<file path="config.mk">
export PLATFORM = sky130hd
export DESIGN_NAME = pc_sequencer
export DESIGN_NICKNAME = d
export VERILOG_FILES = /design/src/rtl/pc_sequencer.sv
export SDC_FILE = /design/constraint.sdc
export NUM_CORES = 1
export LEC_CHECK = 0
export CAP_MARGIN = 30
export CORE_MARGIN = 2
export CORE_UTILIZATION = 35
export CTS_BUF_LIST = sky130_fd_sc_hd__clkbuf_16
export CTS_CLUSTER_DIAMETER = 120
export DETAILED_ROUTE_END_ITERATION = 10
export GPL_TIMING_DRIVEN = 0
export PLACE_DENSITY = 0.6
export SYNTH_ARGS = -nofsm -noshare
export SYNTH_HDL_FRONTEND = slang
export SYNTH_SLANG_ARGS = --single-unit
</file>
<file path="constraint.sdc">
create_clock -name i_clk -period 2.5 [get_ports i_clk]
set_clock_uncertainty 0.05 [all_clocks]
set_input_delay 0.375 -clock i_clk [delete_from_list [all_inputs] [get_ports i_clk]]
set_output_delay 0.375 -clock i_clk [all_outputs]
set_load 0.05 [all_outputs]
</file>
<file path="src/rtl/pc_sequencer.sv">
// Program-counter sequencer: owns the PC and drives a stallable instruction-fetch handshake.
// Optional misaligned-branch trap is enabled by defining PC_ALIGN_TRAP_EN.
module pc_sequencer #(
  parameter int unsigned          WIDTH     = 16,
  parameter logic [WIDTH-1:0]     RESET_VEC = 16'h0000,
  parameter logic [WIDTH-1:0]     STEP      = 16'd2
) (
  input  logic             i_clk,
  input  logic             i_reset,
  input  logic             i_stall,
  input  logic             i_branch_valid,
  input  logic [WIDTH-1:0] i_branch_offset,
  input  logic             i_halt,
  input  logic             i_imem_ack,
  output logic             o_imem_req,
  output logic [WIDTH-1:0] o_imem_addr,
  output logic [WIDTH-1:0] o_pc,
  output logic [15:0]      o_fetch_count,
  output logic             o_halted,
  output logic             o_trap
);

  typedef enum logic [1:0] {
    S_IDLE   = 2'd0,
    S_REQ    = 2'd1,
    S_STALL  = 2'd2,
    S_HALTED = 2'd3
  } state_t;

  state_t           r_state;
  logic [WIDTH-1:0] r_pc;
  logic [15:0]      r_fetch_count;
  logic             r_req;
  logic             r_halted;
  logic             r_trap;
  logic [WIDTH-1:0] w_branch_target;
  logic [WIDTH-1:0] w_seq_target;

  // Both candidate next-PC values wrap modulo 2^WIDTH.
  assign w_branch_target = r_pc + i_branch_offset;
  assign w_seq_target    = r_pc + STEP;

  // Sequencer FSM; all outputs are registered here.
  always_ff @(posedge i_clk) begin
    if (i_reset) begin
      r_state       <= S_IDLE;
      r_pc          <= RESET_VEC;
      r_fetch_count <= 16'd0;
      r_req         <= 1'b0;
      r_halted      <= 1'b0;
      r_trap        <= 1'b0;
    end else begin
      case (r_state)
        S_IDLE: begin
          r_state <= S_REQ;
          r_req   <= 1'b1;
        end
        S_REQ: begin
          // Stall wins over ack: the handshake is withdrawn this cycle.
          if (i_stall) begin
            r_state <= S_STALL;
            r_req   <= 1'b0;
          end else if (i_imem_ack) begin
            r_fetch_count <= r_fetch_count + 16'd1;
            if (i_halt) begin
              r_state  <= S_HALTED;
              r_req    <= 1'b0;
              r_halted <= 1'b1;
            end else if (i_branch_valid) begin
`ifdef PC_ALIGN_TRAP_EN
              if (w_branch_target[0]) begin
                r_state  <= S_HALTED;
                r_req    <= 1'b0;
                r_halted <= 1'b1;
                r_trap   <= 1'b1;
              end else begin
                r_pc <= w_branch_target;
              end
`else
              r_pc <= w_branch_target;
`endif
            end else begin
              r_pc <= w_seq_target;
            end
          end else begin
            r_req <= 1'b1;
          end
        end
        S_STALL: begin
          if (!i_stall) begin
            r_state <= S_REQ;
            r_req   <= 1'b1;
          end else begin
            r_req <= 1'b0;
          end
        end
        S_HALTED: begin
          r_req    <= 1'b0;
          r_halted <= 1'b1;
        end
        default: begin
          r_state <= S_IDLE;
          r_req   <= 1'b0;
        end
      endcase
    end
  end

  assign o_imem_req    = r_req;
  assign o_imem_addr   = r_pc;
  assign o_pc          = r_pc;
  assign o_fetch_count = r_fetch_count;
  assign o_halted      = r_halted;
  assign o_trap        = r_trap;

endmodule

</file>
==> results.py, run 1 <==
metrics = {
    "placement": {
        "place_inst": 512,
        "placed_area_sq_mm": 0.00350,
        "hpwl_microns": 5460,
        "gp_congestion": 0.847,
        "io_buffers": 71,
    },
    "critical_path": {
        "critical-path-max-stage-delay_ps": 480,
        "worstPathArrival_ps": 2510,
        "worstPathRequired_ps": 2650,
        "cp_slowest_cell": "or4_1",
        "cp_cell_sequence": "clkdlybuf4s50_1 -> ha_1 -> a21o_1 -> and4_4 -> o2111ai_2 -> a21oi_1 -> or4_1 -> o211ai_1",
        "cp-start-kind": "primary input",
        "critPathKind": "in -> reg",
        "path_buf_inv": 1,
        "cp_max_fo": 4,
        "path_delay_family": "compound AO/OA/AOI/OAI gates",
        "endpoint_kind": "flip-flop",
    },
    "finish": {
        "nets": 463,
        "fin_area_sq_mm": 0.00373,
        "synthToLayoutAreaGrowth_pct": 39.8,
        "insertedDiodeCount": 0,
        "final-instance-count-excl-fill": 523,
        "drive_gt1_share_pct": 11.6,
        "final_common_cell": "clkdlybuf4s50_1",
        "final_cell_mix": "clkdlybuf4s50_1, nor2_1, dfxtp_1, nand2_1, a21oi_1",
    },
    "global_route": {
        "grt_antenna_before_repair": 0,
        "grt_pass1_vias": 2546,
        "grt_max_degree": 12,
        "globalRoute.totalOverflow": 0,
        "grt_pass1_wl_microns": 12200,
        "track_usage_pct": 17.7,
    },
    "route": {
        "avgRoutedWirePerCell_microns": 13.8,
        "antenna_left": 0,
        "routed_wl_microns": 7210,
        "drc_errors": 0,
        "drt_iter0_drc": 128,
        "vias": 2706,
        "vias_per_cell": 5.17,
        "dr.pass1.iters": 4,
    },
    "worst_hold_path": {
        "hold_class": "reg -> reg",
    },
    "timing": {
        "setup_viol": 0,
        "post-route-period-util_pct": 94.5,
        "fmax_mhz": 423,
        "whs_ps": 433,
        "slew_viol_final": 0,
        "hold_viol_final": 0,
        "rsz0062_at_grt": "no",
        "worst_slew_pin_slew_ps": 511,
        "max_slew_margin_pct": 65.8,
        "fin_crit_ps": 2360,
    },
    "die": {
        "io_pins": 73,
        "start_util_pct": 36.4,
        "core_area_sq_mm": 0.00733,
        "die_h_microns": 91.3,
        "num_rows": 31,
        "die_width_microns": 91.3,
        "die-area_sq_mm": 0.00834,
    },
    "run_status": {
        "status": "finished clean",
    },
    "synth": {
        "synthTopCellsByArea": "dfxtp_1, ha_1, nor2_1",
        "syn_area_per_cell_sq_um": 7.80,
        "ys_seq_area_share_pct": 27.0,
        "synth-edff-count": 0,
        "synth_nets": 382,
        "synthesis.instances": 342,
        "yosys.area.top_type": "dfxtp_1",
        "synth-async-reset-ratio_pct": 0,
        "synthFlopType": "dfxtp_1",
        "yosysUniqueCellTypes": 61,
        "synthDominantCellAreaShare_pct": 27.0,
        "ys_ff_latch": 36,
        "yosysWarnings": 0,
        "synth_area_sq_mm": 0.00267,
    },
    "power": {
        "power.total_mw": 1.55,
        "ir_drop_v": 0.000245,
        "p_leak_nw": 1.48,
        "power_density_mw_per_mm2": 415,
    },
    "clock_tree": {
        "cts_hold_buf": 0,
        "clock-sinks": 36,
        "cts_max_path_buffers": 2,
        "ctsRootBufferMaster": "clkbuf_16",
        "cts-buffers-inserted": 5,
        "insertion_delay_ps": 270,
        "cts_htree_levels": 2,
        "clk_pin_slew_worst_paths_ps": 60,
        "cts_tree": "built",
    },
    "flow_run": {
        "drv_cap": 0,
    },
}
cell families (layout without fill, tap and decap cells):
family / count (synthesis) / in the layout / share of synthesized area [%]
mux: 1 / 1 / 0.375
other cells: 1 / 1 / 0.141
compound gates: 98 / 98 / 23.3
simple gates: 134 / 134 / 26.2
xor+xnor: 20 / 20 / 6.57
fa+ha+maj: 18 / 18 / 8.72
flops: 36 / 36 / 27.0
buf+inv: 34 / 116 / 7.69
registers in the layout, summed over array words and instances (netlist names):
name,count
r_state,2
o_imem_addr,16
o_halted,1
o_fetch_count,16
o_imem_req,1
worst min-delay path, delay by kind of cell (launching register included):
family,cells,cell delay [ps]
AOI/OAI and AO/OA,1,40
DFF,1,330
and+or+nand+nor,1,70
metrics by stage:
stage               setup slack [ps]  util [%]  TNS, ps
finish                           138      50.9        0
global route                    23.4      50.9        0
CTS                             55.6      50.5        0
detailed placement              -599      47.8    -2970
global placement                -554      47.8    -2750
floorplan                       27.2         -        0
cell usage after synthesis (6+ instances only):
| cell type | n |
|---|---|
| a21oi_1 | 27 |
| a31oi_1 | 9 |
| and3_1 | 10 |
| buf_4 | 18 |
| dfxtp_1 | 36 |
| ha_1 | 17 |
| inv_1 | 6 |
| nand2_1 | 31 |
| nand3_1 | 11 |
| nand4_1 | 6 |
| nor2_1 | 44 |
| o21ai_0 | 23 |
| xnor2_1 | 8 |
| xor2_1 | 12 |
power breakdown:
part	internal (mW)	total, mW	switching (mW)
registers	0.584	0.600	0.0152
clock network	0.465	0.699	0.235
logic	0.109	0.251	0.142
routing by layer:
| metal | track usage, % | routed length, microns |
|---|---|---|
| met1 | 25.2 | 3570 |
| met2 | 28.3 | 3310 |
| met5 | 0 | 0 |
| met4 | 4.29 | 68 |
| met3 | 2.24 | 251 |
layout make-up:
| class | instances | area [sq um] |
|---|---|---|
| Buffer | 28 | 183 |
| Clock buffer | 5 | 125 |
| Clock inverter | 3 | 38.8 |
| Fill cell | 698 | 3600 |
| Inverter | 6 | 22.5 |
| Multi-Input combinational cell | 272 | 1780 |
| Sequential cell | 36 | 721 |
| Tap cell | 99 | 124 |
| Timing Repair Buffer | 74 | 736 |
repair_timing:
item,in CTS,in global routing
buffers inserted,2,1
gates cloned,0,0
resized for setup,5,5
setup endpoints to repair,5,4
pin swaps,2,5
worst paths after layout:
check / slack (ps) / depth (start not counted) / endpoint / from
worst max-delay path: 140 / 8 / o_imem_addr[15] / i_branch_offset[1]
worst min-delay path: 430 / 2 / o_halted / o_halted
worst max register to register: 180 / 8 / o_imem_addr[10] / o_imem_addr[0]
worst min register to register: 430 / 2 / o_halted / o_halted
(Power assumes the default switching activity.)
==> inputs of run 2 (changes only) <==
--- a/config.mk
+++ b/config.mk
@@ -6,7 +6,7 @@
 export NUM_CORES = 1
 export LEC_CHECK = 0
 export CAP_MARGIN = 30
-export CORE_MARGIN = 2
+export CORE_MARGIN = 4
 export CORE_UTILIZATION = 35
 export CTS_BUF_LIST = sky130_fd_sc_hd__clkbuf_16
 export CTS_CLUSTER_DIAMETER = 120
==> results.py, run 2 (synthesis gave the netlist of run 1 again) <==
metrics = {
    "timing": {
        "worst_slew_pin_slew_ps": 506,
        "fin_crit_ps": 2420,
        "max_slew_margin_pct": 66.1,
        "hold_viol_final": 0,
        "fmax_mhz": 413,
        "rsz0062_at_grt": "no",
        "setup_viol": 0,
        "slew_viol_final": 0,
        "post-route-period-util_pct": 97.0,
    },
    "power": {
        "power_density_mw_per_mm2": 388,
        "power_frac_clock_pct": 40.5,
        "power_switching_mw": 0.379,
        "intPower_mw": 1.05,
        "pwr-share-seq_pct": 42.0,
        "comb_power_share_pct": 17.5,
        "p_leak_nw": 1.44,
        "ir_drop_v": 0.000227,
        "switching_share_pct": 26.5,
    },
    "global_route": {
        "grt_pass1_vias": 2558,
        "globalRoute.totalOverflow": 0,
        "grt_pass1_wl_microns": 12300,
        "grt_max_degree": 11,
        "grt_antenna_before_repair": 0,
        "track_usage_pct": 17.0,
    },
    "worst_hold_path": {
        "min_to": "o_halted",
        "min_from": "o_halted",
        "hold_class": "reg -> reg",
        "holdPathStages": 2,
    },
    "clock_tree": {
        "cts-buffers-inserted": 5,
        "ctsRootBufferMaster": "clkbuf_16",
        "cts_htree_levels": 2,
        "insertion_delay_ps": 280,
        "cts_tree": "built",
        "cts_max_path_buffers": 2,
        "clk_pin_slew_worst_paths_ps": 50,
        "clock-sinks": 36,
    },
    "critical_path": {
        "endpoint_kind": "flip-flop",
        "rr_startpoint": "o_imem_addr[1]",
        "cp-start-kind": "primary input",
        "worstPathRequired_ps": 2590,
        "worstPathArrival_ps": 2510,
        "reg2regPathDepth": 7,
        "r2r-end": "o_imem_addr[9]",
        "cp_max_fo": 4,
        "r2r_slack_ps": 130,
        "critPathKind": "in -> reg",
    },
    "placement": {
        "gp_congestion": 0.830,
        "placed_area_sq_mm": 0.00350,
        "io_buffers": 71,
        "hpwl_microns": 5680,
    },
    "finish": {
        "insertedDiodeCount": 0,
        "synthToLayoutAreaGrowth_pct": 38.1,
        "fin_area_sq_mm": 0.00368,
        "nets": 462,
        "final_cell_mix": "clkdlybuf4s50_1, nor2_1, dfxtp_1, nand2_1, a21oi_1",
        "drive_gt1_share_pct": 10.9,
        "nFillCells": 711,
        "postLayoutCoreUtil_pct": 50.3,
        "final_common_cell": "clkdlybuf4s50_1",
    },
    "route": {
        "drt_iter0_drc": 184,
        "drc_errors": 0,
        "dr.pass1.iters": 4,
        "vias": 2713,
        "vias_per_cell": 5.21,
        "avgRoutedWirePerCell_microns": 14.4,
        "antenna_left": 0,
        "routed_wl_microns": 7490,
    },
    "die": {
        "core_area_sq_mm": 0.00733,
        "die-area_sq_mm": 0.00908,
        "die_h_microns": 95.3,
        "start_util_pct": 36.4,
        "die_width_microns": 95.3,
        "num_rows": 31,
        "io_pins": 73,
    },
    "run_status": {
        "status": "finished clean",
    },
    "flow_run": {
        "drv_cap": 0,
    },
}
==> run 2: changes by cell type in the layout (fill, tap and decap cells not counted), sizes merged <==
cell and delta:
bufinv -1, clkdlybuf4s50 +1, buf -1, dlymetal6s2s -1, inv -1, clkinv +1
==> run 2: worst max-delay path by stage <==
stage,startpoint,endpoint,cells after the start
2_1_floorplan,o_imem_addr[1],o_imem_addr[9],7
3_3_place_gp,i_branch_offset[0],o_imem_addr[12],9
3_5_place_dp,i_branch_offset[0],o_imem_addr[12],9
4_1_cts,i_branch_offset[0],o_imem_addr[10],9
5_1_grt,i_branch_offset[1],o_imem_addr[15],8
6_report,i_branch_offset[1],o_imem_addr[9],8
==> run 2: repair_timing <==
item                       4_1_cts  5_1_grt
hold endpoints to repair         0        0
hold buffers                     0        0
resized for setup                5        4
pin swaps                        2        2
setup endpoints to repair        5        3
setup buffers                    2        0
==> run 2: critical path, cell delays in order <==
cell	delay, ps
clkdlybuf4s50_1	460
ha_1	320
a21o_1	180
and4_4	210
or2_2	280
a311oi_1	390
o21a_1	190
o221ai_1	110
==> run 2: power groups by stage <==
| stage | logic, mW | registers [mW] | clock network (mW) |
|---|---|---|---|
| 6_report | 0.250 | 0.600 | 0.578 |
| 5_1_grt | 0.273 | 0.603 | 0.626 |
| 4_1_cts | 0.248 | 0.600 | 0.598 |
| 3_5_place_dp | 0.245 | 0.612 | 0 |
| 3_3_place_gp | 0.244 | 0.612 | 0 |
| 2_1_floorplan | 0.132 | 0.635 | 0 |
==> run 2: per-stage QoR <==
step                      worst slack [ps]  hold WS [ps]  TNS (ps)  std cells  total power, mW
after CTS                             50.1           457         0        521             1.45
after floorplan                       27.2           417         0        342            0.768
after global placement                -576           430     -2830        512            0.856
after detailed placement              -604           446     -3090        512            0.858
after global routing                  3.74           478         0        521             1.50
final                                 76.0           450         0        521             1.43
==> run 2: area by class of cell <==
cell class                 instances  area [sq um]  area share (%)
sequential                        36           721            19.6
buffer                            28           183            4.96
multi-input combinational        272          1780            48.2
inverter                           6          22.5           0.611
clock buffer                       5           125            3.40
clock inverter                     2          7.51           0.204
timing repair buffer              73           726            19.7
tap                               99           124            3.36
==> run 2: layer usage <==
metal	vias up	GRT usage (%)	part of all wire, %
met1	1254	24.4	49
met5	-	0	0
li1	1386	-	-
met3	6	2.45	4.3
met4	0	4.33	0.91
met2	67	26.7	46
